===== src/rtl/parity_check_scheduler_if.sv =====
// Handshake bundle between the requesters/result consumer and the shared parity checker.
// The master side is the requesters plus the consumer; the slave side is the scheduler.
interface parity_check_scheduler_if #(
    parameter int NUM_REQ = 4,
    parameter int ID_W    = 2
);
    logic [NUM_REQ-1:0]   req_valid;
    logic [9*NUM_REQ-1:0] req_data;
    logic [NUM_REQ-1:0]   req_ready;
    logic                 res_valid;
    logic                 res_ready;
    logic [ID_W-1:0]      res_id;
    logic                 res_even;
    logic                 res_odd;
    logic                 res_err;

    modport master (
        output req_valid, req_data, res_ready,
        input  req_ready, res_valid, res_id, res_even, res_odd, res_err
    );

    modport slave (
        input  req_valid, req_data, res_ready,
        output req_ready, res_valid, res_id, res_even, res_odd, res_err
    );
endinterface


===== src/rtl/parity_check_scheduler.sv =====
// Round-robin scheduler sharing one registered 9-bit 74x280-style parity checker
// among NUM_REQ requesters, with a saturating mismatch counter.
module parity_check_scheduler #(
    parameter int NUM_REQ   = 4,
    parameter int ID_W      = 2,
    parameter int ODD_MODE  = 0,
    parameter int ERR_CNT_W = 8
) (
    input  logic                          clk,
    input  logic                          rst,
    parity_check_scheduler_if.slave       bus,
    input  logic                          err_clr,
    output logic [ERR_CNT_W-1:0]          err_count,
    output logic                          busy
);

    typedef enum logic [1:0] {IDLE, CHECK, REPORT} state_t;

    localparam logic                 ODD_BIT = (ODD_MODE != 0);
    localparam logic [ERR_CNT_W-1:0] CNT_MAX = '1;

    state_t               state, state_next;
    logic [ID_W-1:0]      rr_ptr;
    logic [ID_W-1:0]      cand;
    logic [ID_W-1:0]      gnt_id;
    logic                 gnt_found;
    logic [8:0]           gnt_word;
    logic [NUM_REQ-1:0]   gnt_onehot;
    logic [8:0]           word_q;
    logic [ID_W-1:0]      id_q;
    logic [ID_W-1:0]      res_id_q;
    logic                 res_even_q, res_odd_q, res_err_q;
    logic                 take_result;

    // Search upward from the round-robin pointer for the first pending requester.
    always_comb begin
        gnt_found = 1'b0;
        gnt_id    = '0;
        cand      = '0;
        for (int k = 0; k < NUM_REQ; k++) begin
            cand = ID_W'((int'(rr_ptr) + k) % NUM_REQ);
            if (!gnt_found && bus.req_valid[cand]) begin
                gnt_found = 1'b1;
                gnt_id    = cand;
            end
        end
        gnt_word   = bus.req_data[9*int'(gnt_id) +: 9];
        gnt_onehot = '0;
        if (state == IDLE && gnt_found) begin
            gnt_onehot[gnt_id] = 1'b1;
        end
    end

    always_ff @(posedge clk or posedge rst) begin
        if (rst) begin
            state <= IDLE;
        end else begin
            state <= state_next;
        end
    end

    always_comb begin
        state_next = state;
        case (state)
            IDLE:    if (gnt_found) state_next = CHECK;
            CHECK:   state_next = REPORT;
            REPORT:  if (bus.res_ready) state_next = IDLE;
            default: state_next = IDLE;
        endcase
    end

    // Result fields are written only in CHECK, so they stay frozen throughout REPORT.
    always_ff @(posedge clk or posedge rst) begin
        if (rst) begin
            rr_ptr     <= '0;
            word_q     <= '0;
            id_q       <= '0;
            res_id_q   <= '0;
            res_even_q <= 1'b0;
            res_odd_q  <= 1'b0;
            res_err_q  <= 1'b0;
        end else begin
            if (state == IDLE && gnt_found) begin
                word_q <= gnt_word;
                id_q   <= gnt_id;
                rr_ptr <= ID_W'((int'(gnt_id) + 1) % NUM_REQ);
            end
            if (state == CHECK) begin
                res_even_q <= ~(^word_q);
                res_odd_q  <= ^word_q;
                res_err_q  <= (^word_q) ^ ODD_BIT;
                res_id_q   <= id_q;
            end
        end
    end

    assign take_result = (state == REPORT) && bus.res_ready;

    // Clear has priority over a same-cycle increment; the count sticks at all-ones.
    always_ff @(posedge clk or posedge rst) begin
        if (rst) begin
            err_count <= '0;
        end else if (err_clr) begin
            err_count <= '0;
        end else if (take_result && res_err_q && err_count != CNT_MAX) begin
            err_count <= err_count + 1'b1;
        end
    end

    assign bus.req_ready = gnt_onehot;
    assign bus.res_valid = (state == REPORT);
    assign bus.res_id    = res_id_q;
    assign bus.res_even  = res_even_q;
    assign bus.res_odd   = res_odd_q;
    assign bus.res_err   = res_err_q;
    assign busy          = (state != IDLE);

endmodule


===== src/flat_wrapper.sv =====
// flat-port wrapper written by rule: the top's interface ports become plain ports
module parity_check_scheduler_flat 
#(
    parameter int NUM_REQ   = 4,
    parameter int ID_W      = 2,
    parameter int ODD_MODE  = 0,
    parameter int ERR_CNT_W = 8
)
  (clk, rst, err_clr, err_count, busy, bus_req_valid, bus_req_data, bus_res_ready, bus_req_ready, bus_res_valid, bus_res_id, bus_res_even, bus_res_odd, bus_res_err);
  parity_check_scheduler_if #(.NUM_REQ(NUM_REQ), .ID_W(ID_W)) bus_i ();
  input  logic clk;
  input  logic rst;
  input  logic err_clr;
  output logic [ERR_CNT_W-1:0] err_count;
  output logic busy;
  input wire logic [$bits(bus_i.req_valid)-1:0] bus_req_valid;
  input wire logic [$bits(bus_i.req_data)-1:0] bus_req_data;
  input wire logic [$bits(bus_i.res_ready)-1:0] bus_res_ready;
  output wire logic [$bits(bus_i.req_ready)-1:0] bus_req_ready;
  output wire logic [$bits(bus_i.res_valid)-1:0] bus_res_valid;
  output wire logic [$bits(bus_i.res_id)-1:0] bus_res_id;
  output wire logic [$bits(bus_i.res_even)-1:0] bus_res_even;
  output wire logic [$bits(bus_i.res_odd)-1:0] bus_res_odd;
  output wire logic [$bits(bus_i.res_err)-1:0] bus_res_err;
  assign bus_i.req_valid = bus_req_valid;
  assign bus_i.req_data = bus_req_data;
  assign bus_i.res_ready = bus_res_ready;
  assign bus_req_ready = bus_i.req_ready;
  assign bus_res_valid = bus_i.res_valid;
  assign bus_res_id = bus_i.res_id;
  assign bus_res_even = bus_i.res_even;
  assign bus_res_odd = bus_i.res_odd;
  assign bus_res_err = bus_i.res_err;
  parity_check_scheduler #(.NUM_REQ(NUM_REQ), .ID_W(ID_W), .ODD_MODE(ODD_MODE), .ERR_CNT_W(ERR_CNT_W)) u_core (.clk(clk), .rst(rst), .bus(bus_i), .err_clr(err_clr), .err_count(err_count), .busy(busy));
endmodule

===== config.mk =====
export PLATFORM = sky130hd
export DESIGN_NAME = parity_check_scheduler_flat
export DESIGN_NICKNAME = d
export VERILOG_FILES = /design/src/rtl/parity_check_scheduler_if.sv /design/src/rtl/parity_check_scheduler.sv /design/src/flat_wrapper.sv
export SDC_FILE = /design/constraint.sdc
export NUM_CORES = 1
export LEC_CHECK = 0
export CELL_PAD_IN_SITES_DETAIL_PLACEMENT = 2
export CELL_PAD_IN_SITES_GLOBAL_PLACEMENT = 2
export CORE_ASPECT_RATIO = 0.8
export CORE_MARGIN = 5
export CORE_UTILIZATION = 25
export DETAILED_ROUTE_END_ITERATION = 8
export PLACE_DENSITY_LB_ADDON = 0.05
export REMOVE_ABC_BUFFERS = 1
export SYNTH_ARGS = -nofsm -noshare
export SYNTH_HDL_FRONTEND = slang
export SYNTH_SLANG_ARGS = --single-unit

===== constraint.sdc =====
create_clock -name clk -period 1.6 [get_ports clk]
set_input_delay 0.16 -clock clk [delete_from_list [all_inputs] [get_ports clk]]
set_output_delay 0.16 -clock clk [all_outputs]
set_load 0.02 [all_outputs]

**Word-level counts from Yosys, hierarchy flattened**

Index checks and enable logic that the tools add are counted.

- Register bits after elaboration: 27
- ROM bits: 0
- RAM bits: 0
- Word-level logic and storage cells: 67
- Memories kept: 0
- Bits in latches: 0

- $lt $le $gt $ge: 6
- Divide/modulo/power cells: 0
- $mul: 1
- Equality and inequality tests: 5
- Shifts and indexed selects: 1
- Reduce and logical (&&, ||, !) cells: 16
- Bitwise gates (word level): 1
- Add/sub/neg operators: 5
- Muxes and demuxes: 24

Operators with widths:

| operator | number |
|---|---|
| 36-bit by 32-bit variable part select with 9-bit output | 1 |
| 8-bit two-way mux | 2 |
| 2-bit by 3-bit less-than comparator with 1-bit output (second input constant) | 5 |
| 2-bit two-way mux | 6 |
| 1-bit two-way mux | 9 |
| 9-bit parity | 1 |
| 8-bit by 1-bit adder with 8-bit output (second input constant) | 1 |
| 1-bit binary-select mux with 2-bit select | 4 |
| 1-bit logical AND | 8 |
| 8-bit != test (second input constant) | 1 |
| 4-bit by 2-bit multiplier with 6-bit output (first input constant) | 1 |
| 2-bit one-hot mux with 3 select lines | 1 |
| 2-bit by 1-bit adder with 2-bit output (second input constant) | 2 |
| 2-bit adder (second input constant) | 2 |
| 4-bit two-way mux | 1 |
| 2-bit nonzero test | 2 |
| 1-bit logical NOT | 3 |
| 1-bit demux with 2-bit select | 1 |
| 2-bit by 1-bit == test with 1-bit output (second input constant) | 1 |
| 2-bit == test (second input constant) | 1 |
| 2-bit by 1-bit greater-or-equal comparator with 1-bit output (second input constant) | 1 |
| 2-bit logical NOT | 1 |
| 2-bit by 1-bit != test with 1-bit output (second input constant) | 1 |
| 2-bit != test (second input constant) | 1 |
| 2 further kinds | 2 |

**Longest topological paths before layout**

Gate-level depths: netlist (run 1).

- Depth after elaboration: 17
- Gate-level depth with buffers: 6
- Gate-level depth less buffers: 6

**Worst setup path after synthesis (run 1)**

Ideal clock, no wire load.

- Path kind: register to output
- Start: register u_core.state[1]
- End: output bus_req_ready[1]
- Stages on the path, launching flop included: 5
- Slack: -0.062 ns
- Buffers on the path: 0
- Data arrival time: 1.502 ns
- Cell sequence: dfrtp_1 > or2_1 > a21o_1 > or2_1 > nor2b_1

- Cells in the longest elaborated chain, start to end: 3

Ends and longest elaborated chain:

| what | RTL line | source |
|---|---|---|
| from (decl) | parity_check_scheduler.sv:22 | `state_t state, state_next;` |
| from (signal assigned) | parity_check_scheduler.sv:58 | `state <= state_next;` |
| 2-bit logical NOT | parity_check_scheduler.sv:49 | `if (state == IDLE && gnt_found) begin` |
| 1-bit logical AND | parity_check_scheduler.sv:49 |  |
| 4-bit two-way mux | parity_check_scheduler.sv:49 |  |
| to (decl) | flat_wrapper.sv:19 | `output wire logic [$bits(bus_i.req_ready)-1:0] bus_req_ready;` |

Every way passes these cells.

**Worst setup path after layout (run 1)**

- Start: register u_core.rr_ptr[0]
- End: output bus_req_ready[1]

- Cells in the longest elaborated chain, start to end: 17
- Elaborated cells between the ends (all ways): 32
- Those cells by class: 3 x add/sub; 2 x order compare; 19 x mux; 8 x reduce/logical

Ends and longest elaborated chain:

| what | RTL line | source |
|---|---|---|
| from (decl) | parity_check_scheduler.sv:23 | `logic [ID_W-1:0] rr_ptr;` |
| from (signal assigned) | parity_check_scheduler.sv:86 | `rr_ptr <= ID_W'((int'(gnt_id) + 1) % NUM_REQ);` |
| parallel branches: the longest is 16 deep, another holds 2-bit by 3-bit less-than comparator with 1-bit output | - |  |
| 4-bit two-way mux (*) | parity_check_scheduler.sv:49 |  |

Mark *: on every way between the ends. The select of a mux whose other input is x is not followed.

==> results of run 1 <==
-- routing by layer --
layer / wire, um / up-vias
met1: 2553 / 770
met3: 250 / 4
li1: - / 722
met5: 0 / -
met2: 3100 / 37
met4: 36 / 0
-- stage by stage --
step	hold slack (ns)	instance area [um^2]
floorplan	0.2127	1516
detailed placement	0.4667	2389
global placement	0.4602	2389
global route	0.2995	2735
finish	0.2428	2735
CTS	0.2547	2579
-- worst max-delay path: stages, from the launching register on --
cell	delay, ns
dfrtp_2	0.43
nor2b_2	0.07
a21oi_2	0.20
o211ai_1	0.15
or2_4	0.30
nor2b_2	0.12
buf_4	0.15
-- flip-flops by register name (all words and copies together) (netlist names) --
| register | flops |
|---|---|
| u_core.bus.res_odd | 1 |
| u_core.bus.res_id | 2 |
| u_core.err_count | 8 |
| u_core.word_q | 9 |
| u_core.bus.res_even | 1 |
| u_core.id_q | 2 |
| u_core.state | 2 |
| u_core.rr_ptr | 2 |
-- area by class of cell --
type                            count  area share (%)
Clock buffer                        4           1.647
Inverter                            7          0.9607
Multi-Input combinational cell    114           37.15
Sequential cell                    27           24.84
Tap cell                           81           3.705
Timing Repair Buffer               91           31.70
-- cell families after synthesis --
logic type / Yosys count / share of synthesized area [%]
simple gates: 52 / 15.11
flops: 27 / 43.17
compound gates: 25 / 13.83
mux: 21 / 13.59
xor+xnor: 14 / 8.713
buf+inv: 13 / 4.795
fa+ha+maj: 1 / 0.7992
-- synthesized netlist by cell type, types with 2 or more instances --
library cell  count  area share [%]
dfrtp_1          27              43
mux2i_1          19              12
nand2_1          19             4.6
nor2_1           14             3.4
xnor2_1          10             5.6
o221ai_1          9             5.0
inv_1             6             1.4
nor3_1            4             1.3
a21o_1            3             1.4
a21oi_1           3            0.96
buf_6             3             2.2
nand3_1           3            0.96
nor2b_1           3             1.2
xor2_1            3             1.7
mux2_2            2             1.4
nand2b_1          2            0.80
o21ai_0           2            0.64
o21ai_1           2            0.64
or2_1             2            0.80
-- power breakdown --
group / leakage [nW] / internal (mW) / total [mW] / switching, mW
logic: 0.827 / 1.52 / 2.87 / 1.35
clock network: 0.0228 / 0.179 / 0.416 / 0.236
registers: 0.339 / 0.940 / 1.15 / 0.206
-- final timing paths --
| check | startpoint | end | slack [ns] |
|---|---|---|---|
| min in group clk | u_core.id_q[1]$_DFFE_PP0P_ | u_core.id_q[1]$_DFFE_PP0P_ | 0.51 |
| min reg2reg | u_core.id_q[1]$_DFFE_PP0P_ | u_core.id_q[1]$_DFFE_PP0P_ | 0.51 |
| max in group asynchronous | rst | u_core.rr_ptr[1]$_DFFE_PP0P_ | 1.07 |
| max | u_core.rr_ptr[0]$_DFFE_PP0P_ | bus_req_ready[1] | -0.26 |
| min | rst | u_core.word_q[4]$_DFFE_PP0P_ | 0.24 |
| max reg2reg | u_core.rr_ptr[0]$_DFFE_PP0P_ | u_core.word_q[2]$_DFFE_PP0P_ | -0.08 |
-- what timing repair did --
action / 4_1_cts / 5_1_grt
buffers inserted: 7 / 5
endpoints found under the setup margin: 18 / 27
pin swaps: 2 / 8
gates resized for setup: 47 / 31
cloned: 2 / 0
-- placed cells by master (no fill, tap or decap), types with 2 or more instances in the layout --
cell type         n
nand2_1          18
xor2_1            3
a21o_1            3
mux2_2            2
nor2_1           12
o2111ai_4         2
nor2b_1           2
mux2i_1          15
xnor2_2           2
o221ai_2          8
clkbuf_8          3
nand3_1           2
nor2b_2           2
dfrtp_1          24
mux2i_2           4
dlymetal6s2s_1    3
a21oi_2           2
buf_4            24
inv_1             6
dlygate4sd2_1     4
nor3_2            4
buf_6             7
or2_4             2
xnor2_1           8
dfrtp_2           3
clkdlybuf4s50_1  50
o21ai_0           2
==> qor.yml, run 1 <==
outcome:
  status: "finished with violations"
  violations: "setup timing"
drt:
  via_per_inst: 4.731
  vias: 1533
  drtIter0Drc: 16
  antenna_left: 0
  wire_per_inst_um: 18.34
  drc: 0
  firstDrtPassIters: 4
  drt-total-wl_mm: 5.941
global_routing:
  grtUsageMet1_pct: 18.62
  grt_pass1_wl_mm: 9.321
  grt_use_met3_pct: 3.691
  grt_pass1_vias: 1797
  met2_usage_pct: 26.32
  top_usage_layer: "met2"
  antenna_found_initial: 0
  overflow: 0
  grt_usage_pct: 14.81
  grt_max_degree: 28
placed_design:
  gp_congestion: 0.7935
  port_buffers: 62
  pre_cts_slack_ns: -0.7666
  dpl.hpwl_mm: 4.199
  numPlacedInstances: 310
cts:
  cts_tree: "done"
  hold_buffers: 0
  clkLatencyLatePin_ns: 0.29
  root_buffer: "clkbuf_8"
  cts_buffers: 3
  ctsLongestPathBuffers: 2
  cts_sinks: 27
  clkTransAtPathRegs_ns: 0.11
  htreeDepth: 1
critical_path:
  critPathKind: "reg2out"
  worstSetupEndpointType: "output port"
  cp.arrival_ns: 1.70
  startpoint_type: "flip-flop"
  worstRegToRegCells: 6
  crit_fanout: 4
  required_ns: 1.44
hold_path:
  hold_path_class: "in2async"
logic_synthesis:
  ys_warn_count: 0
  synth_cells: 153
  netlist_area_mm2: 0.001565
  ys_seq_area_share_pct: 43.17
  synthArstFlopShare_pct: 100.0
  ys_types: 36
  synth_edf_count: 0
  synth-seq-cells: 27
  syn_area_per_cell_um2: 10.23
  synthFlopType: "dfrtp_1"
final_layout:
  multi_input_area_mm2: 0.001016
  final_util_pct: 45.54
  final_cells: 324
  n_fill_cell: 638
  syn2layout_area_growth_pct: 74.74
  drive_gt1_share_pct: 32.10
  final-seq-area_um2: 679.4
  diodes: 0
  finalNetCount: 289
sta:
  hold_violations: 0
  fmax_mhz: 538.0
  tightest_slew_ns: 0.3906
  layout_worst_path_cycle_share_pct: 116.2
  finalSetupViolCount: 13
  rsz0062_at_grt: "yes"
  period_minus_slack_ns: 1.859
  finClkSkew_ns: 0.01536
  fin_ws_ns: -0.2589
  finalSetupTns_ns: -1.295
  relSlewSlack_pct: 73.88
  drv_slew: 0
floorplanning:
  rows: 25
  core_mm2: 0.006006
  start_util_pct: 26.06
  pin_count: 63
  dieHeight_um: 80.78
  die_w_um: 98.47
  die_area_mm2: 0.007954
flow_run:
  cap_violations: 0
power_and_ir_drop:
  leakagePower_nw: 1.189
  p_total_mw: 4.432
  peakVddDrop_mv: 0.6323
  power_density_mw_per_mm2: 1620
(Power assumes the default switching activity.)
==> run 2: changes to the inputs <==
SKIP_CTS_REPAIR_TIMING = 1   (was not set)
==> run 2 against run 1 <==
  * The run still ends with setup timing left
  * Wire length down 2.2%
  * Worst setup slack better by 0.020 ns
  * Critical path depth down 1
  * Largest cell class unchanged
  * Largest power group unchanged
==> qor.yml, run 2 (same netlist as run 1, synthesis figures left out) <==
outcome:
  status: "finished with violations"  # unchanged
  violations: "setup timing"  # unchanged
final_layout:
  n_fill_cell: 646  # was 638
  largest_register_ffs: 9  # unchanged
  top_regs: "u_core.word_q x9, u_core.err_count x8"  # unchanged
  finalNetCount: 293  # was 289
  layout_commonest_cell: "clkdlybuf4s50_1"  # unchanged
  drive_gt1_share_pct: 30.77  # was 32.10%
  final_area_mm2: 0.002715  # was 0.002735 mm^2
  top_register: "u_core.word_q"  # unchanged
  final_cells: 328  # was 324
  layout_common_cells: "clkdlybuf4s50_1, buf_4, dfrtp_1, mux2i_1, nand2_1"  # was clkdlybuf4s50_1, buf_4, dfrtp_1, nand2_1, mux2i_1
  diodes: 0  # unchanged
  syn2layout_area_growth_pct: 73.46  # was 74.74%
  final_util_pct: 45.21  # was 45.54%
sta:
  rsz0062_at_grt: "yes"  # unchanged
  finalSetupTns_ns: -2.460  # was -1.295 ns
  finClkSkew_ns: 0.01245  # was 0.01536 ns
  tightest_slew_ns: 0.3709  # was 0.3906 ns
  relSlewSlack_pct: 75.28  # was 73.88%
  finalSetupViolCount: 17  # was 13
  period_minus_slack_ns: 1.839  # was 1.859 ns
  fin_ws_ns: -0.2389  # was -0.2589 ns
  fmax_mhz: 543.8  # was 538.0 MHz
  layout_worst_path_cycle_share_pct: 114.9  # was 116.2%
  hold_ws_ns: 0.2461  # was 0.2428 ns
  drv_slew: 0  # unchanged
  hold_violations: 0  # unchanged
cts:
  htreeDepth: 1  # unchanged
  cts_sinks: 27  # unchanged
  ctsLongestPathBuffers: 2  # unchanged
  cts_buffers: 3  # unchanged
  root_buffer: "clkbuf_8"  # unchanged
  clkTransAtPathRegs_ns: 0.10  # was 0.11 ns
  clkLatencyLatePin_ns: 0.28  # was 0.29 ns
  cts_tree: "done"  # unchanged
critical_path:
  max_stage_delay_ns: 0.40  # was 0.43 ns
  worstRegToRegCells: 6  # unchanged
  critPathKind: "reg2out"  # unchanged
  cp.arrival_ns: 1.68  # was 1.70 ns
  cpLargestDelayFamily: "simple AND/OR/NAND/NOR gates"  # unchanged
  startpoint_type: "flip-flop"  # unchanged
  required_ns: 1.44  # about the same
  worstSetupEndpointType: "output port"  # unchanged
  crit_cells: 5  # was 6
  reg2reg_setup_slack_ns: -0.19  # was -0.08 ns
  crit_fanout: 3  # was 4
  r2r_end: "u_core.word_q[2]$_DFFE_PP0P_"  # unchanged
  critical_path_buf_inv_count: 1  # unchanged
  crit_path_top_delay_cell: "dfrtp_1"  # was dfrtp_2
  reg2reg_from: "u_core.rr_ptr[0]$_DFFE_PP0P_"  # unchanged
  worstPathCellList: "or2_1 -> a21o_1 -> or2_4 -> nor2b_1 -> buf_4"  # was nor2b_2 -> a21oi_2 -> o211ai_1 -> or2_4 -> nor2b_2 -> buf_4
global_routing:
  grt_pass1_vias: 1692  # was 1797
  grt_usage_pct: 13.97  # was 14.81%
  antenna_found_initial: 0  # unchanged
  grt_pass1_wl_mm: 8.811  # was 9.321 mm
  grt_max_degree: 28  # unchanged
  overflow: 0  # unchanged
hold_path:
  hold_path_class: "in2async"  # unchanged
placed_design:
  port_buffers: 62  # unchanged
  dpl.hpwl_mm: 4.199  # unchanged
  numPlacedInstances: 310  # unchanged
  pre_cts_slack_ns: -0.7666  # unchanged
  place_area_mm2: 0.002389  # unchanged
  gp_congestion: 0.7935  # unchanged
power_and_ir_drop:
  p_total_mw: 4.420  # was 4.432 mW
  leakagePower_nw: 1.228  # was 1.189 nW
  peakVddDrop_mv: 0.6259  # was 0.6323 mV
  power_density_mw_per_mm2: 1628  # was 1620 mW/mm^2
drt:
  antenna_left: 0  # unchanged
  via_per_inst: 4.689  # was 4.731
  drt-total-wl_mm: 5.809  # was 5.941 mm
  drc: 0  # unchanged
  vias: 1538  # was 1533
  wire_per_inst_um: 17.71  # was 18.34 um
  drtIter0Drc: 29  # was 16
  firstDrtPassIters: 2  # was 4
floorplanning:
  rows: 25  # unchanged
  dieHeight_um: 80.78  # unchanged
  pin_count: 63  # unchanged
  die_w_um: 98.47  # unchanged
  die_area_mm2: 0.007954  # unchanged
  core_mm2: 0.006006  # unchanged
  start_util_pct: 26.06  # unchanged
flow_run:
  cap_violations: 0  # unchanged
run 2: power breakdown:
group / total, mW / internal, mW / switching (mW)
combinational: 2.87 / 1.52 / 1.35
clock: 0.402 / 0.179 / 0.223
sequential: 1.15 / 0.940 / 0.207
total: 4.42 / 2.64 / 1.78
run 2: layout make-up:
type	instances	area, um^2	area share, %
Tap cell	81	101.3	3.733
Multi-Input combinational cell	114	969.7	35.71
Sequential cell	27	678.2	24.98
Clock buffer	4	45.04	1.659
Inverter	7	28.78	1.060
Timing Repair Buffer	95	892.1	32.86
run 2: worst max-delay path by stage:
stage / start / end / slack, ns
floorplan: u_core.rr_ptr[0]$_DFFE_PP0P_ / bus_req_ready[2] / -0.44
global placement: bus_req_valid[0] / bus_req_ready[1] / -0.63
detailed placement: bus_req_valid[0] / bus_req_ready[1] / -0.77
CTS: u_core.rr_ptr[0]$_DFFE_PP0P_ / bus_req_ready[1] / -0.79
global route: u_core.rr_ptr[0]$_DFFE_PP0P_ / bus_req_ready[2] / -0.34
finish: u_core.state[0]$_DFFE_PP0P_ / bus_req_ready[1] / -0.24
run 2: metal layers:
layer / vias up / share of wire [%] / wire, um / GRT usage [%]
li1: 724 / - / - / -
met1: 781 / 44 / 2554 / 17.71
met2: 31 / 52 / 3025 / 24.70
met3: 2 / 3.7 / 216 / 3.605
met4: 0 / 0.21 / 12 / 2.046
met5: - / 0 / 0 / 0
run 2: worst reg2reg max path, stage by stage, from the launching register on:
cell,delay (ns)
dfrtp_2,0.45
nor2b_2,0.16
a21oi_2,0.06
o221ai_2,0.29
buf_8,0.25
mux2i_1,0.32
o221ai_2,0.15
==> run 3: changes to the inputs <==
ABC_CLOCK_PERIOD_IN_PS = 1600   (was not set)
CELL_PAD_IN_SITES_DETAIL_PLACEMENT = 1   (was 2)
CELL_PAD_IN_SITES_GLOBAL_PLACEMENT = 1   (was 2)
CORE_UTILIZATION = 32   (was 25)
TNS_END_PERCENT = 20   (was not set)
==> run 3 against run 2 <==
  * Clock skew is 0.011 ns lower
  * Fmax is 2.3% higher
  * Non-clock buffer count is 12 lower
  * The flow still finishes with violations (setup timing)
  * Largest power group unchanged
  * Highest routed layer unchanged
  * Sequential power is 3% lower
  * Register-to-register slack better by 0.03 ns
  * Cell count is 10% lower
  * First-iteration DRC count is 100% higher
  * Sequential cell count stayed put
==> qor.yml, run 3 (same netlist as run 1, synthesis figures left out) <==
drt:
  via_per_inst: 4.905  # was 4.689
  drc: 0  # unchanged
  antenna_left: 0  # unchanged
  drt-total-wl_mm: 4.829  # was 5.809 mm
  vias: 1442  # was 1538
  drtIter0Drc: 59  # was 29
  firstDrtPassIters: 4  # was 2
  wire_per_inst_um: 16.43  # was 17.71 um
sta:
  finalSetupViolCount: 18  # was 17
  relSlewSlack_pct: 74.28  # was 75.28%
  period_minus_slack_ns: 1.797  # was 1.839 ns
  rsz0062_at_grt: "yes"  # unchanged
  hold_violations: 0  # unchanged
  finClkSkew_ns: 0.001632  # was 0.01245 ns
  fmax_mhz: 556.4  # was 543.8 MHz
  fin_ws_ns: -0.1971  # was -0.2389 ns
  drv_slew: 0  # unchanged
  layout_worst_path_cycle_share_pct: 112.3  # was 114.9%
  tightest_slew_ns: 0.3856  # was 0.3709 ns
  hold_ws_ns: 0.2505  # was 0.2461 ns
global_routing:
  grt_pass1_vias: 1633  # was 1692
  overflow: 0  # unchanged
  grt_pass1_wl_mm: 7.638  # was 8.811 mm
  antenna_found_initial: 0  # unchanged
  grt_max_degree: 28  # unchanged
  grt_usage_pct: 15.05  # was 13.97%
floorplanning:
  die_w_um: 88.20  # was 98.47 um
  core_mm2: 0.004652  # was 0.006006 mm^2
  die_area_mm2: 0.006399  # was 0.007954 mm^2
  dieHeight_um: 72.56  # was 80.78 um
  start_util_pct: 33.65  # was 26.06%
  pin_count: 63  # unchanged
  rows: 22  # was 25
cts:
  cts_buffers: 3  # unchanged
  cts_sinks: 27  # unchanged
  cts_tree: "done"  # unchanged
  ctsLongestPathBuffers: 2  # unchanged
  clkLatencyLatePin_ns: 0.26  # was 0.28 ns
  root_buffer: "clkbuf_8"  # unchanged
  clkTransAtPathRegs_ns: 0.09  # was 0.10 ns
  htreeDepth: 1  # unchanged
critical_path:
  worstSetupEndpointType: "output port"  # unchanged
  startpoint_type: "flip-flop"  # unchanged
  critPathKind: "reg2out"  # unchanged
  crit_fanout: 3  # unchanged
  worstPathCellList: "or2_1 -> a21o_1 -> or2_1 -> nor2_1 -> buf_4"  # was or2_1 -> a21o_1 -> or2_4 -> nor2b_1 -> buf_4
  cp.arrival_ns: 1.64  # was 1.68 ns
  cpLargestDelayFamily: "simple AND/OR/NAND/NOR gates"  # unchanged
  crit_path_top_delay_cell: "dfrtp_1"  # unchanged
  cp_common_cell: "or2_1"
  max_stage_delay_ns: 0.38  # was 0.40 ns
  critical_path_buf_inv_count: 1  # unchanged
  required_ns: 1.44  # about the same
  worstRegToRegCells: 7  # was 6
  crit_cells: 5  # unchanged
final_layout:
  drive_gt1_share_pct: 18.80  # was 30.77%
  syn2layout_area_growth_pct: 57.23  # was 73.46%
  top_register: "u_core.word_q"  # unchanged
  final_area_mm2: 0.002461  # was 0.002715 mm^2
  largest_register_ffs: 9  # unchanged
  final_util_pct: 52.90  # was 45.21%
  finalNetCount: 280  # was 293
  top_regs: "u_core.word_q x9, u_core.err_count x8"  # unchanged
  diodes: 0  # unchanged
  layout_commonest_cell: "clkdlybuf4s50_1"  # unchanged
  final-seq-area_um2: 675.6  # was 678.2 um^2
  multi_input_area_um2: 857.1  # was 969.7 um^2
  layout_common_cells: "clkdlybuf4s50_1, dfrtp_1, buf_4, mux2i_1, nand2_1"  # was clkdlybuf4s50_1, buf_4, dfrtp_1, mux2i_1, nand2_1
  n_fill_cell: 526  # was 646
outcome:
  status: "finished with violations"  # unchanged
  violations: "setup timing"  # unchanged
power_and_ir_drop:
  leakagePower_nw: 1.108  # was 1.228 nW
  p_total_mw: 3.816  # was 4.420 mW
  peakVddDrop_mv: 0.9145  # was 0.6259 mV
  power_density_mw_per_mm2: 1551  # was 1628 mW/mm^2
placed_design:
  port_buffers: 62  # unchanged
  gp_congestion: 0.7246  # was 0.7935
  dpl.hpwl_mm: 3.804  # was 4.199 mm
  place_area_mm2: 0.002362  # was 0.002389 mm^2
hold_path:
  hold_path_class: "in2async"  # unchanged
flow_run:
  cap_violations: 0  # unchanged
==> run 3: cell types whose count changed in the layout (fill, tap and decap cells not counted), moves of 2 or more <==
cell / before / now
o221ai_2: 9 / 0
o221ai_1: 1 / 9
buf_4: 31 / 24
buf_6: 5 / 1
dlymetal6s2s_1: 5 / 2
clkdlybuf4s50_1: 52 / 54
dfrtp_1: 25 / 27
dfrtp_2: 2 / 0
nor2_1: 12 / 14
nor2_2: 2 / 0
or2_4: 2 / 0
xnor2_1: 8 / 10
xnor2_2: 2 / 0
==> run 3: path summary, 6_finish.rpt <==
kind	startpoint	to	slack, ns
min in group clk	u_core.id_q[0]$_DFFE_PP0P_	u_core.id_q[0]$_DFFE_PP0P_	0.50
max in group asynchronous	rst	u_core.word_q[2]$_DFFE_PP0P_	1.09
worst min-delay path	rst	u_core.bus.res_id[1]$_DFFE_PP0N_	0.25
worst max register to register	u_core.state[0]$_DFFE_PP0P_	u_core.err_count[3]$_DFFE_PP0P_	-0.16
worst max-delay path	u_core.state[1]$_DFFE_PP0P_	bus_req_ready[3]	-0.20
worst min register to register	u_core.id_q[0]$_DFFE_PP0P_	u_core.id_q[0]$_DFFE_PP0P_	0.50
==> run 3: power by group <==
group	leakage [nW]	internal (mW)	switching, mW
clock network	0.0228	0.178	0.199
registers	0.343	0.935	0.178
logic	0.743	1.23	1.10
==> run 3: final cells by class <==
class / count / share of cell area (%)
clock buffers: 4 / 1.830
flip-flops and latches: 27 / 27.45
inverters: 7 / 1.068
multi-input cells: 113 / 34.82
well taps: 60 / 3.050
repair buffers: 83 / 31.77
==> run 3: routing by layer <==
metal	global-route usage (%)	part of all wire, %	vias up
li1	-	-	698
met1	18.75	42	693
met2	26.06	51	45
met3	3.405	5.5	6
met4	4.195	1.2	0
met5	0	0	-
==> run 3: per-stage QoR <==
stage | TNS (ns) | cells | setup WS [ns]
finish | -1.678 | 294 | -0.1971
global route | -3.861 | 294 | -0.2898
CTS | -6.040 | 293 | -0.6931
detailed placement | -8.683 | 289 | -0.6787
global placement | -6.231 | 289 | -0.5728
floorplan | -4.574 | 147 | -0.4390
==> run 3: worst register-to-register path: cells and delay by family, from the launching register on <==
family | cells | cell delay [ns]
AND/OR/NAND/NOR | 2 | 0.57
AO/OA/AOI/OAI | 2 | 0.39
buffers and inverters | 3 | 0.34
flip-flops | 1 | 0.39
